**src/rtl/eco32_core_lsu_dcu_pkg.sv**
```systemverilog
// Shared definitions for the LSU data-cache line transfer engine.
package eco32_core_lsu_dcu_pkg;

    localparam int DCU_LINE_BYTES   = 8;
    localparam int DCU_OFFSET_WIDTH = 3;
    localparam int DCU_LINE_BITS    = DCU_LINE_BYTES * 8;

    localparam logic DCU_OP_FILL  = 1'b0;
    localparam logic DCU_OP_FLUSH = 1'b1;

    typedef logic [DCU_OFFSET_WIDTH-1:0] dcu_offset_t;

    // Last byte offset in a line; counters leave their state here, never on wrap.
    localparam dcu_offset_t DCU_OFFSET_LAST = dcu_offset_t'(DCU_LINE_BYTES - 1);

    typedef enum logic [2:0] {
        XFER_IDLE      = 3'd0,
        XFER_RD_ISSUE  = 3'd1,
        XFER_RD_DRAIN  = 3'd2,
        XFER_WR_REQ    = 3'd3,
        XFER_FILL_WAIT = 3'd4,
        XFER_FILL_WR   = 3'd5,
        XFER_DONE      = 3'd6
    } dcu_xfer_state_e;

    // Select byte 'off' of a packed line (byte n lives at [8n+7:8n]).
    function automatic logic [7:0] dcu_line_byte(input logic [DCU_LINE_BITS-1:0] line,
                                                 input dcu_offset_t off);
        return line[8*off +: 8];
    endfunction

    // One-hot byte-enable for byte 'off'.
    function automatic logic [DCU_LINE_BYTES-1:0] dcu_byte_mask(input dcu_offset_t off);
        return {{(DCU_LINE_BYTES-1){1'b0}}, 1'b1} << off;
    endfunction

endpackage

```
**src/rtl/eco32_core_lsu_dcu_xfer.sv**
```systemverilog
// Line transfer engine between the DCU byte memory x-port and the memory bus.
// Flush: read 8 bytes + dirty bits, issue one masked 64-bit write if any byte is dirty.
// Fill:  take one 64-bit word from the bus and write it byte-by-byte (clears dirty bits).
//
// state      | meaning
// -----------+---------------------------------------------------------------
// IDLE       | waiting for a request; request is acked combinationally
// RD_ISSUE   | issuing 8 byte reads on the x-port, offsets 0..7
// RD_DRAIN   | reads issued, waiting for the 8th returned byte
// WR_REQ     | bus write requested, holding data/ben until acked
// FILL_WAIT  | ready for the fill word from the bus
// FILL_WR    | writing the fill word into the line, offsets 0..7
// DONE       | one-cycle completion pulse
module eco32_core_lsu_dcu_xfer
    import eco32_core_lsu_dcu_pkg::*;
#(
    parameter int PAGE_ADDR_WIDTH = 5
) (
    input  logic                       clk,
    input  logic                       rst,

    input  logic                       i_req_stb,
    input  logic                       i_req_op,
    input  logic                       i_req_tid,
    input  logic                       i_req_wid,
    input  logic [PAGE_ADDR_WIDTH-1:0] i_req_page,
    output logic                       o_req_ack,
    output logic                       o_busy,
    output logic                       o_done,
    output logic                       o_done_wb,

    output logic                       m_stb,
    output logic                       m_wen,
    output logic                       m_tid,
    output logic                       m_wid,
    output logic [PAGE_ADDR_WIDTH-1:0] m_page,
    output logic [2:0]                 m_offset,
    output logic [7:0]                 m_data,
    input  logic                       m_val,
    input  logic                       m_ben,
    input  logic [7:0]                 m_rdata,

    output logic                       o_wr_stb,
    output logic [63:0]                o_wr_data,
    output logic [7:0]                 o_wr_ben,
    input  logic                       i_wr_ack,

    output logic                       o_rd_rdy,
    input  logic                       i_rd_stb,
    input  logic [63:0]                i_rd_data
);

    dcu_xfer_state_e            state;
    dcu_offset_t                cnt;
    dcu_offset_t                rcv_cnt;
    logic                       rcv_all;
    logic                       wb_flag;
    logic                       line_tid;
    logic                       line_wid;
    logic [PAGE_ADDR_WIDTH-1:0] line_page;
    logic [DCU_LINE_BITS-1:0]   col_data;
    logic [DCU_LINE_BYTES-1:0]  col_ben;
    logic [DCU_LINE_BITS-1:0]   fill_word;

    logic                       req_take;
    logic                       rcv_phase;
    logic                       rcv_take;
    logic                       last_byte;
    logic [DCU_LINE_BYTES-1:0]  ben_final;

    // Request handshake and read-return qualification.
    always_comb begin
        req_take  = i_req_stb && (state == XFER_IDLE);
        rcv_phase = (state == XFER_RD_ISSUE) || (state == XFER_RD_DRAIN);
        rcv_take  = rcv_phase && m_val;
        last_byte = rcv_take && (rcv_cnt == DCU_OFFSET_LAST);
        // Dirty set including a byte returning this very cycle, so the
        // write/skip decision does not need an extra cycle.
        ben_final = col_ben | ((last_byte && m_ben) ? dcu_byte_mask(rcv_cnt) : '0);
    end

    // Transfer sequencer: state, issue/write counter and latched line identity.
    always_ff @(posedge clk or posedge rst) begin
        if (rst) begin
            state     <= XFER_IDLE;
            cnt       <= '0;
            wb_flag   <= 1'b0;
            line_tid  <= 1'b0;
            line_wid  <= 1'b0;
            line_page <= '0;
            fill_word <= '0;
        end else begin
            case (state)
                XFER_IDLE: begin
                    if (i_req_stb) begin
                        line_tid  <= i_req_tid;
                        line_wid  <= i_req_wid;
                        line_page <= i_req_page;
                        wb_flag   <= 1'b0;
                        cnt       <= '0;
                        state     <= (i_req_op == DCU_OP_FLUSH) ? XFER_RD_ISSUE : XFER_FILL_WAIT;
                    end
                end
                XFER_RD_ISSUE: begin
                    cnt <= cnt + 3'd1;
                    if (cnt == DCU_OFFSET_LAST) begin
                        state <= XFER_RD_DRAIN;
                    end
                end
                XFER_RD_DRAIN: begin
                    // rcv_all covers a memory that returns all bytes before draining starts.
                    if (last_byte || rcv_all) begin
                        state <= (|ben_final) ? XFER_WR_REQ : XFER_DONE;
                    end
                end
                XFER_WR_REQ: begin
                    if (i_wr_ack) begin
                        wb_flag <= 1'b1;
                        state   <= XFER_DONE;
                    end
                end
                XFER_FILL_WAIT: begin
                    if (i_rd_stb) begin
                        fill_word <= i_rd_data;
                        cnt       <= '0;
                        state     <= XFER_FILL_WR;
                    end
                end
                XFER_FILL_WR: begin
                    cnt <= cnt + 3'd1;
                    if (cnt == DCU_OFFSET_LAST) begin
                        state <= XFER_DONE;
                    end
                end
                XFER_DONE: begin
                    state <= XFER_IDLE;
                end
                default: begin
                    state <= XFER_IDLE;
                end
            endcase
        end
    end

    // Read-return collector: runs on its own counter, decoupled from issue.
    always_ff @(posedge clk or posedge rst) begin
        if (rst) begin
            rcv_cnt  <= '0;
            rcv_all  <= 1'b0;
            col_data <= '0;
            col_ben  <= '0;
        end else if (req_take) begin
            rcv_cnt  <= '0;
            rcv_all  <= 1'b0;
            col_data <= '0;
            col_ben  <= '0;
        end else if (rcv_take && !rcv_all) begin
            col_data[8*rcv_cnt +: 8] <= m_rdata;
            col_ben[rcv_cnt]         <= m_ben;
            rcv_cnt                  <= rcv_cnt + 3'd1;
            if (rcv_cnt == DCU_OFFSET_LAST) begin
                rcv_all <= 1'b1;
            end
        end
    end

    // Output decode from registered state; idle x-port fields are driven 0.
    always_comb begin
        o_req_ack = req_take;
        o_busy    = (state != XFER_IDLE);
        o_done    = (state == XFER_DONE);
        o_done_wb = (state == XFER_DONE) && wb_flag;
        m_stb     = (state == XFER_RD_ISSUE) || (state == XFER_FILL_WR);
        m_wen     = (state == XFER_FILL_WR);
        m_tid     = line_tid;
        m_wid     = line_wid;
        m_page    = line_page;
        m_offset  = m_stb ? cnt : 3'd0;
        m_data    = (state == XFER_FILL_WR) ? dcu_line_byte(fill_word, cnt) : 8'h00;
        o_wr_stb  = (state == XFER_WR_REQ);
        o_wr_data = col_data;
        o_wr_ben  = col_ben;
        o_rd_rdy  = (state == XFER_FILL_WAIT);
    end

endmodule

```
**config.mk**
```make
export PLATFORM = sky130hd
export DESIGN_NAME = eco32_core_lsu_dcu_xfer
export DESIGN_NICKNAME = d
export VERILOG_FILES = /design/src/rtl/eco32_core_lsu_dcu_pkg.sv /design/src/rtl/eco32_core_lsu_dcu_xfer.sv
export SDC_FILE = /design/constraint.sdc
export NUM_CORES = 1
export LEC_CHECK = 0
export CELL_PAD_IN_SITES_DETAIL_PLACEMENT = 2
export CELL_PAD_IN_SITES_GLOBAL_PLACEMENT = 2
export CORE_ASPECT_RATIO = 1.4
export CORE_MARGIN = 2
export CORE_UTILIZATION = 31
export CTS_BUF_LIST = sky130_fd_sc_hd__clkbuf_16
export DETAILED_ROUTE_END_ITERATION = 7
export PLACE_DENSITY = 0.8
export SYNTH_ARGS = -nofsm -noshare
export SYNTH_HDL_FRONTEND = slang
export SYNTH_SLANG_ARGS = --single-unit
```
**constraint.sdc**
```tcl
create_clock -name clk -period 5.78 [get_ports clk]
set_input_delay 1.156 -clock clk [delete_from_list [all_inputs] [get_ports clk]]
set_output_delay 1.156 -clock clk [all_outputs]
set_load 0.05 [all_outputs]
```
# Word-level counts from Yosys, hierarchy flattened
# Cells that the tools add are included.
# Widths: inputs -> output; s select.
dict set report word_totals {
  register_bits 154
  elab_cells 91
}
dict set report op_classes {
  n_lt_le_gt_ge 2
  shifts 4
  n_mux 31
  n_eq_ne 14
  n_bitwise 1
  n_reduce_logical 25
  n_addsub 3
}
# cell count
set op_table {}
lappend op_table {{$mux 64} 2}
lappend op_table {{$bwmux 64} 1}
lappend op_table {{$shift 8x34->64 const A} 1}
lappend op_table {{$shiftx 64x7->8} 1}
lappend op_table {{$shiftx 8x34->64} 1}
lappend op_table {{$mux 3} 13}
lappend op_table {{$neg 6->34} 1}
lappend op_table {{$mux 8} 4}
lappend op_table {{$pmux 3 s6} 1}
lappend op_table {{$eq 3x3->1 const B} 5}
lappend op_table {{$ne 2x1->1 const B} 5}
lappend op_table {{$pmux 3 s3} 1}
lappend op_table {{$bwmux 8} 1}
lappend op_table {{$or 8x8->8} 1}
lappend op_table {{$reduce_or 8->1} 1}
lappend op_table {{$shl 1x3->8 const A} 1}
lappend op_table {{$logic_and 1x1->1} 7}
lappend op_table {{$add 3x1->3 const B} 2}
lappend op_table {{$eq 3x2->1 const B} 2}
lappend op_table {{$mux 1} 6}
lappend op_table {{$reduce_and 2->1} 3}
lappend op_table {{$reduce_and 3->1} 2}
lappend op_table {{$reduce_and 6->1} 1}
lappend op_table {{$reduce_bool 2->1} 3}
lappend op_table {{11 further kinds} 14}

# Longest topological paths before layout
# Gate-level depths: netlist of run 1.
dict set report logic_depth {
  ltp_word 11
  ltp_mapped 10
}

# Worst setup path before layout of run 1
# No wires, ideal clock.
dict set report synth_timing {
  path_type {input to output}
  start {input port i_req_stb}
  end {output port o_req_ack}
  t_required_ns 4.624
  cell_stages 3
  setup_slack_ns 2.491
  arrival_ns 2.133
  path_cell_list {nand3_1 > clkinv_1 > clkbuf_1}
}
dict set report synth_between {
  elab_chain_len 1
}
# item line
set synth_rtl {}
lappend synth_rtl {{start: declaration} eco32_core_lsu_dcu_xfer.sv:22} ;# input logic i_req_stb,
lappend synth_rtl {{$logic_and 1x1->1} eco32_core_lsu_dcu_xfer.sv:73} ;# req_take = i_req_stb && (state == XFER_IDLE);
lappend synth_rtl {{end: declaration} eco32_core_lsu_dcu_xfer.sv:27} ;# output logic o_req_ack,
# Every way passes these cells.

# Worst setup path in the final report of run 1
dict set report layout_timing {
  start {register cnt[0]}
  end {output port m_data[7]}
}
dict set report layout_between {
  elab_chain_len 2
}
# item line
set layout_rtl {}
lappend layout_rtl {{start: declaration} eco32_core_lsu_dcu_xfer.sv:54} ;# dcu_offset_t cnt;
lappend layout_rtl {{start signal: assignment} eco32_core_lsu_dcu_xfer.sv:105} ;# cnt <= cnt + 3'd1;
lappend layout_rtl {{start signal: assignment} eco32_core_lsu_dcu_xfer.sv:130} ;# cnt <= cnt + 3'd1;
lappend layout_rtl {{$shiftx 64x7->8} eco32_core_lsu_dcu_pkg.sv:29} ;# return line[8*off +: 8];
lappend layout_rtl {{$mux 8} eco32_core_lsu_dcu_xfer.sv:179} ;# m_data = (state == XFER_FILL_WR) ? dcu_line_byte(fill_word, cnt) : 8'h00;
lappend layout_rtl {{end: declaration} eco32_core_lsu_dcu_xfer.sv:38} ;# output logic [7:0] m_data,
# Every way passes these cells.

==> results of run 1 <==
==> path summary, 6_finish.rpt <==
path	slack, ps	to	cells past startpoint
max in group asynchronous	3480	o_wr_data[23]	3
worst max-delay path	1430	m_data[7]	5
worst max register to register	2760	o_wr_data[8]	6
worst min register to register	480	m_wid	2
min in group asynchronous	1290	o_wr_ben[4]	2
worst min-delay path	480	m_wid	2
==> sequential cells by signal, summed over array words and instances, names as in the netlist <==
register / flops
cnt: 3
fill_word: 64
m_page: 5
m_tid: 1
m_wid: 1
o_wr_ben: 8
o_wr_data: 64
rcv_all: 1
rcv_cnt: 3
state: 3
wb_flag: 1
==> cell usage after synthesis <==
master       n
nand4bb_1    1
nand4b_1     1
o32ai_1      1
nand2_1    103
xnor2_1      2
mux4_2      16
a31oi_1      2
nand4_1      4
and2_1       1
o22ai_1      1
nor4_1       2
xor2_1       1
nor2b_1      2
and3_1       4
ha_1         7
a31o_2       1
nor2_1      23
o21a_1       2
mux2_2      64
nor4_2       2
nor4b_4      1
inv_1       19
nand3_1     31
nor3_2       1
dfrtp_1    154
buf_4        1
nor3b_1      2
clkbuf_1    13
o21ai_0     46
nor4_4       1
buf_1        2
nand2b_1     4
and4_1       1
clkinv_1     1
o211ai_4     1
a22o_1       2
buf_2       17
and4bb_2     1
a211oi_1     1
nor3_4       1
nor3_1       5
o211ai_1     1
or3_1        1
mux2i_1     43
buf_6        1
==> cell usage in the layout, fill, tap and decap left out, drive strengths merged, types with 16 or more instances in the layout <==
| cell | synthesis | layout |
|---|---|---|
| o21ai | 46 | 46 |
| clkdlybuf4s50 | 0 | 184 |
| nand3 | 31 | 31 |
| mux4 | 16 | 16 |
| dfrtp | 154 | 154 |
| mux2 | 64 | 64 |
| mux2i | 43 | 43 |
| nor2 | 23 | 23 |
| clkbuf | 13 | 17 |
| nand2 | 103 | 103 |
| inv | 19 | 25 |
==> metal layers <==
layer / vias up / share of wire, % / GRT usage, % / wire length, um
li1: 2390 / - / - / -
met3: 26 / 7.8 / 7.22 / 1770
met4: 0 / 1.7 / 5.23 / 376
met1: 2679 / 36 / 21.4 / 8200
met2: 169 / 54 / 36.3 / 12200
met5: - / 0 / 0 / 0
==> logic make-up (layout without fill, tap and decap cells) <==
kind of cell / count (synthesis) / after routing / share of synthesized area, %
XOR/XNOR: 3 / 3 / 0.377
flip-flops: 154 / 154 / 55.3
multiplexers: 123 / 123 / 21.7
adder cells (fa/ha/maj): 7 / 7 / 1.26
buffers and inverters: 54 / 241 / 3.38
AO/OA/AOI/OAI: 58 / 58 / 4.81
AND/OR/NAND/NOR: 192 / 192 / 13.2
==> power by group <==
| part | internal [mW] | switching, mW |
|---|---|---|
| combinational | 0.900 | 1.24 |
| clock | 0.608 | 0.499 |
| sequential | 1.44 | 0.363 |
==> final cells by class <==
cell class	instances	area [sq um]	share of cell area, %
well taps	297	372	3.85
inverters	20	80.1	0.829
repair buffers	189	1880	19.5
multi-input cells	383	2890	29.9
flip-flops and latches	154	3850	39.9
clock buffers	17	425	4.40
clock inverters	15	158	1.63
==> through the flow <==
step	hold WS (ps)	power [mW]	utilization (%)	area, sq um
after floorplan	475	3.19	-	6970
after global placement	462	3.85	41.4	9070
after detailed placement	473	3.97	41.4	9070
after CTS	489	5.12	44.0	9660
after global routing	513	5.32	44.0	9660
final	485	5.05	44.0	9660
==> critical path, delay by kind of cell (launching register included) <==
family / cells / cell delay [ps]
simple gates: 1 / 70
buf+inv: 2 / 970
flops: 1 / 1030
mux: 2 / 690
==> impl_metrics.ini, run 1 <==
[clock_network]
clk_path_buf_depth = 2
cts_tree = built
post_cts_buffers = 0
htreeDepth = 4
clock_latency_ps = 430
numCtsBuffers = 17
cts.sinks = 154
cts_root_buf = clkbuf_16
ctsHoldBuffers = 0
cts-resized-gates = 0
clk_pin_slew_ps = 70

[place]
io_buffers = 184
dp.cells = 1043
dp_slack_ps = 1590
dp_hpwl_um = 16700
gp_congestion = 0.815

[floorplan]
std_cell_rows = 64
die_w_um = 131
die-height_um = 181
start_util_pct = 31.8
dieArea_sq_um = 23700
coreArea_sq_um = 21900
io_pins = 185

[sta]
final_hold_viol_count = 0
fin_crit_sh_pct = 75.3
slew_headroom_pct = 18.7
final.setup.worst_slack_ps = 1430
slew_viol_final = 0
fmax_ghz = 0.230
finalSetupViolCount = 0
min_period_ps = 4350
rsz0062_at_grt = no
final.setup.tns_ps = 0
worstMarginPinSlew_ps = 1210
finClkSkew_ps = 9.96

[setup_path]
worstSetupEndpointType = output port
critical_path.startpoint_type = register
max_stage_delay_ps = 1030
cp_cell_sequence = buf_4, mux4_2, mux2i_1, nor2_1, clkdlybuf4s50_1
worst_ep_required_time_ps = 4620
worst-setup-path-type = register to output port
timing.rr.start = rcv_cnt[0]
crit_slowest_cell = dfrtp_1
crit_path_max_fanout = 20
crit_start = cnt[0]
arrival_ps = 3190

[drt]
drt-initial-drc-count = 162
drc_errors = 0
wl_per_cell_um = 21.0
vias_per_cell = 4.90
antenna_left = 0
wl_um = 22600
num_vias = 5264
first_pass_iters = 4

[yosys]
syn_inst = 591
synth.distinct_cells = 45
syn_nets = 685
ys_warn_count = 0
synth_area_per_cell_sq_um = 11.8
synth-seq-cells = 154
ys_seq_area_share_pct = 55.3
synth.largest_area_cell = dfrtp_1
netlist.area_leader.share_pct = 55.3
ys_top_cells_by_area = dfrtp_1 (55%), mux2_2 (10%), mux2i_1 (6.2%)
syn_area_sq_um = 6970

[cells_and_area]
syn2layout_area_growth_pct = 38.6
layout.nets = 859
drive_gt1_share_pct = 16.5
fill_cells = 2234
stdcell_count = 1075
diodes = 0

[power_and_ir_drop]
leakagePower_nw = 4.07
ir_worst_vdd_mv = 0.338
p_per_area_nw_per_um2 = 523

[grt]
grt_overflow = 0
antenna_found_initial = 0
grt_pass1_wl_um = 35900
grt_start_max_net_pins = 87
grt_pass1_vias = 6214
track_usage_pct = 19.9

[worst_hold_path]
holdCritPathClass = register to register
hold_start = m_wid

[job]
drv_cap = 0

[outcome]
run_status = finished, final reports clean
(Power assumes the default switching activity.)
==> inputs of run 2 (changes only) <==
--- a/config.mk
+++ b/config.mk
@@ -9,10 +9,10 @@
 export CELL_PAD_IN_SITES_GLOBAL_PLACEMENT = 2
 export CORE_ASPECT_RATIO = 1.4
 export CORE_MARGIN = 2
-export CORE_UTILIZATION = 31
+export CORE_UTILIZATION = 28
 export CTS_BUF_LIST = sky130_fd_sc_hd__clkbuf_16
 export DETAILED_ROUTE_END_ITERATION = 7
-export PLACE_DENSITY = 0.8
+export PLACE_DENSITY = 0.76
 export SYNTH_ARGS = -nofsm -noshare
 export SYNTH_HDL_FRONTEND = slang
 export SYNTH_SLANG_ARGS = --single-unit
==> constraint.sdc (replaced) <==
create_clock -name clk -period 4 [get_ports clk]
set_input_delay 0.8 -clock clk [delete_from_list [all_inputs] [get_ports clk]]
set_output_delay 0.8 -clock clk [all_outputs]
set_load 0.05 [all_outputs]
==> impl_metrics.ini, run 2 (synthesis gave the netlist of run 1 again) <==
[cells_and_area]
diodes = 0
layout.nets = 862
layout_commonest_cell = clkdlybuf4s50_1
syn2layout_area_growth_pct = 40.3
stdcell_count = 1096
drive_gt1_share_pct = 16.5
fin_area_sq_um = 9780
most-common-layout-cells = clkdlybuf4s50_1 (183), dfrtp_1 (154), nand2_1 (103)
fill_cells = 2577

[sta]
finClkSkew_ps = 8.67
final.setup.tns_ps = 0
final_hold_viol_count = 0
min_period_ps = 3600
fmax_ghz = 0.278
slew_viol_final = 0
finalSetupViolCount = 0
worstMarginPinSlew_ps = 919
rsz0062_at_grt = no
fin_crit_sh_pct = 90.1
slew_headroom_pct = 38.7

[clock_network]
ctsHoldBuffers = 0
cts-resized-gates = 0
cts_root_buf = clkbuf_16
htreeDepth = 4
clock_latency_ps = 440
cts.sinks = 154
numCtsBuffers = 17
post_cts_buffers = 0
cts_tree = built
clk_pin_slew_ps = 60
clk_path_buf_depth = 2

[grt]
grt_overflow = 0
track_usage_pct = 17.6
busiest_layer = met2
grt_pass1_vias = 6060
grtUsageMet1_pct = 18.4
global_route.usage.met3_pct = 7.23
grt_start_max_net_pins = 155
antenna_found_initial = 1
grt_pass1_wl_um = 34300
grt_use_met2_pct = 31.1

[place]
placed_area_sq_um = 9150
io_buffers = 184
gp_congestion = 0.770
dp_hpwl_um = 16100
dp.cells = 1064

[drt]
wl_per_cell_um = 20.1
drt-initial-drc-count = 159
first_pass_iters = 4
drc_errors = 0
antenna_left = 0
wl_um = 22000
num_vias = 5309
vias_per_cell = 4.84

[floorplan]
io_pins = 185
coreArea_sq_um = 24600
dieArea_sq_um = 26200
std_cell_rows = 68
die-height_um = 191
start_util_pct = 28.3
die_w_um = 137

[setup_path]
worst-setup-path-type = register to output port
crit_path_max_fanout = 17
max_stage_delay_ps = 830
crit_slowest_cell = clkdlybuf4s50_1
cp_cell_sequence = nand2b_1, inv_1, nand2_1, nor2_1, clkdlybuf4s50_1
worstSetupEndpointType = output port
arrival_ps = 2800
worst_ep_required_time_ps = 3200
critical_path.startpoint_type = register
reg2reg_depth = 7

[power_and_ir_drop]
leakagePower_nw = 4.12
finalPower_mw = 7.38
ir_worst_vdd_mv = 0.696
p_per_area_nw_per_um2 = 755

[worst_hold_path]
holdCritPathClass = register to register
whs_path_depth = 2

[outcome]
run_status = finished, final reports clean

[job]
drv_cap = 0
-- run 2: cell count changes in the layout (fill, tap and decap cells not counted), sizes merged --
cell           change
bufinv             +3
buf                +4
clkdlybuf4s50      -1
clkinv             +1
inv                -4
-- run 2: layout make-up --
type,instances,area (sq um),area share [%]
Clock buffer,17,425,4.35
Clock inverter,15,199,2.03
Inverter,20,78.8,0.806
Multi-Input combinational cell,383,2890,29.6
Sequential cell,154,3850,39.4
Tap cell,315,394,4.03
Timing Repair Buffer,192,1940,19.8
-- run 2: path summary, 6_finish.rpt --
| path | endpoint | startpoint | slack, ps |
|---|---|---|---|
| worst max-delay path | m_data[0] | state[0] | 400 |
| worst min-delay path | m_page[0] | m_page[0] | 480 |
| worst max register to register | o_wr_data[40] | rcv_cnt[0] | 1490 |
| worst min register to register | m_page[0] | m_page[0] | 480 |
| max in group asynchronous | o_wr_data[33] | rst | 2340 |
| min in group asynchronous | fill_word[5] | rst | 950 |
-- run 2: metal layers --
metal | part of all wire [%] | vias up | routed length [um]
li1 | - | 2401 | -
met1 | 36 | 2706 | 7920
met2 | 53 | 173 | 11700
met3 | 8.3 | 29 | 1830
met4 | 2.5 | 0 | 545
met5 | 0 | - | 0
-- run 2: power by group --
group,internal (mW),switching (mW)
clock,1.04,0.679
combinational,1.31,1.80
sequential,2.08,0.468
total,4.44,2.94
-- run 2: metrics by stage --
| stage | hold slack, ps | worst slack [ps] | util [%] |
|---|---|---|---|
| 3_5_place_dp | 470 | 883 | 37.2 |
| 5_1_grt | 502 | 152 | 39.8 |
| 4_1_cts | 486 | 337 | 39.8 |
| 2_1_floorplan | 475 | 1150 | - |
| 3_3_place_gp | 459 | 949 | 37.2 |
| 6_report | 480 | 397 | 39.8 |
-- run 2: worst max-delay path: cells and delay by family, from the launching register on --
kind	cells	cell delay, ps
buffers and inverters	2	1010
DFF	1	700
and+or+nand+nor	3	650
==> inputs of run 3 (changes only) <==
--- a/config.mk
+++ b/config.mk
@@ -13,6 +13,7 @@
 export CTS_BUF_LIST = sky130_fd_sc_hd__clkbuf_16
 export DETAILED_ROUTE_END_ITERATION = 7
 export PLACE_DENSITY = 0.76
+export SKIP_CTS_REPAIR_TIMING = 1
 export SYNTH_ARGS = -nofsm -noshare
 export SYNTH_HDL_FRONTEND = slang
 export SYNTH_SLANG_ARGS = --single-unit
==> results of run 3 <==
Final layout, timing and power as in run 2 (identical DEF).
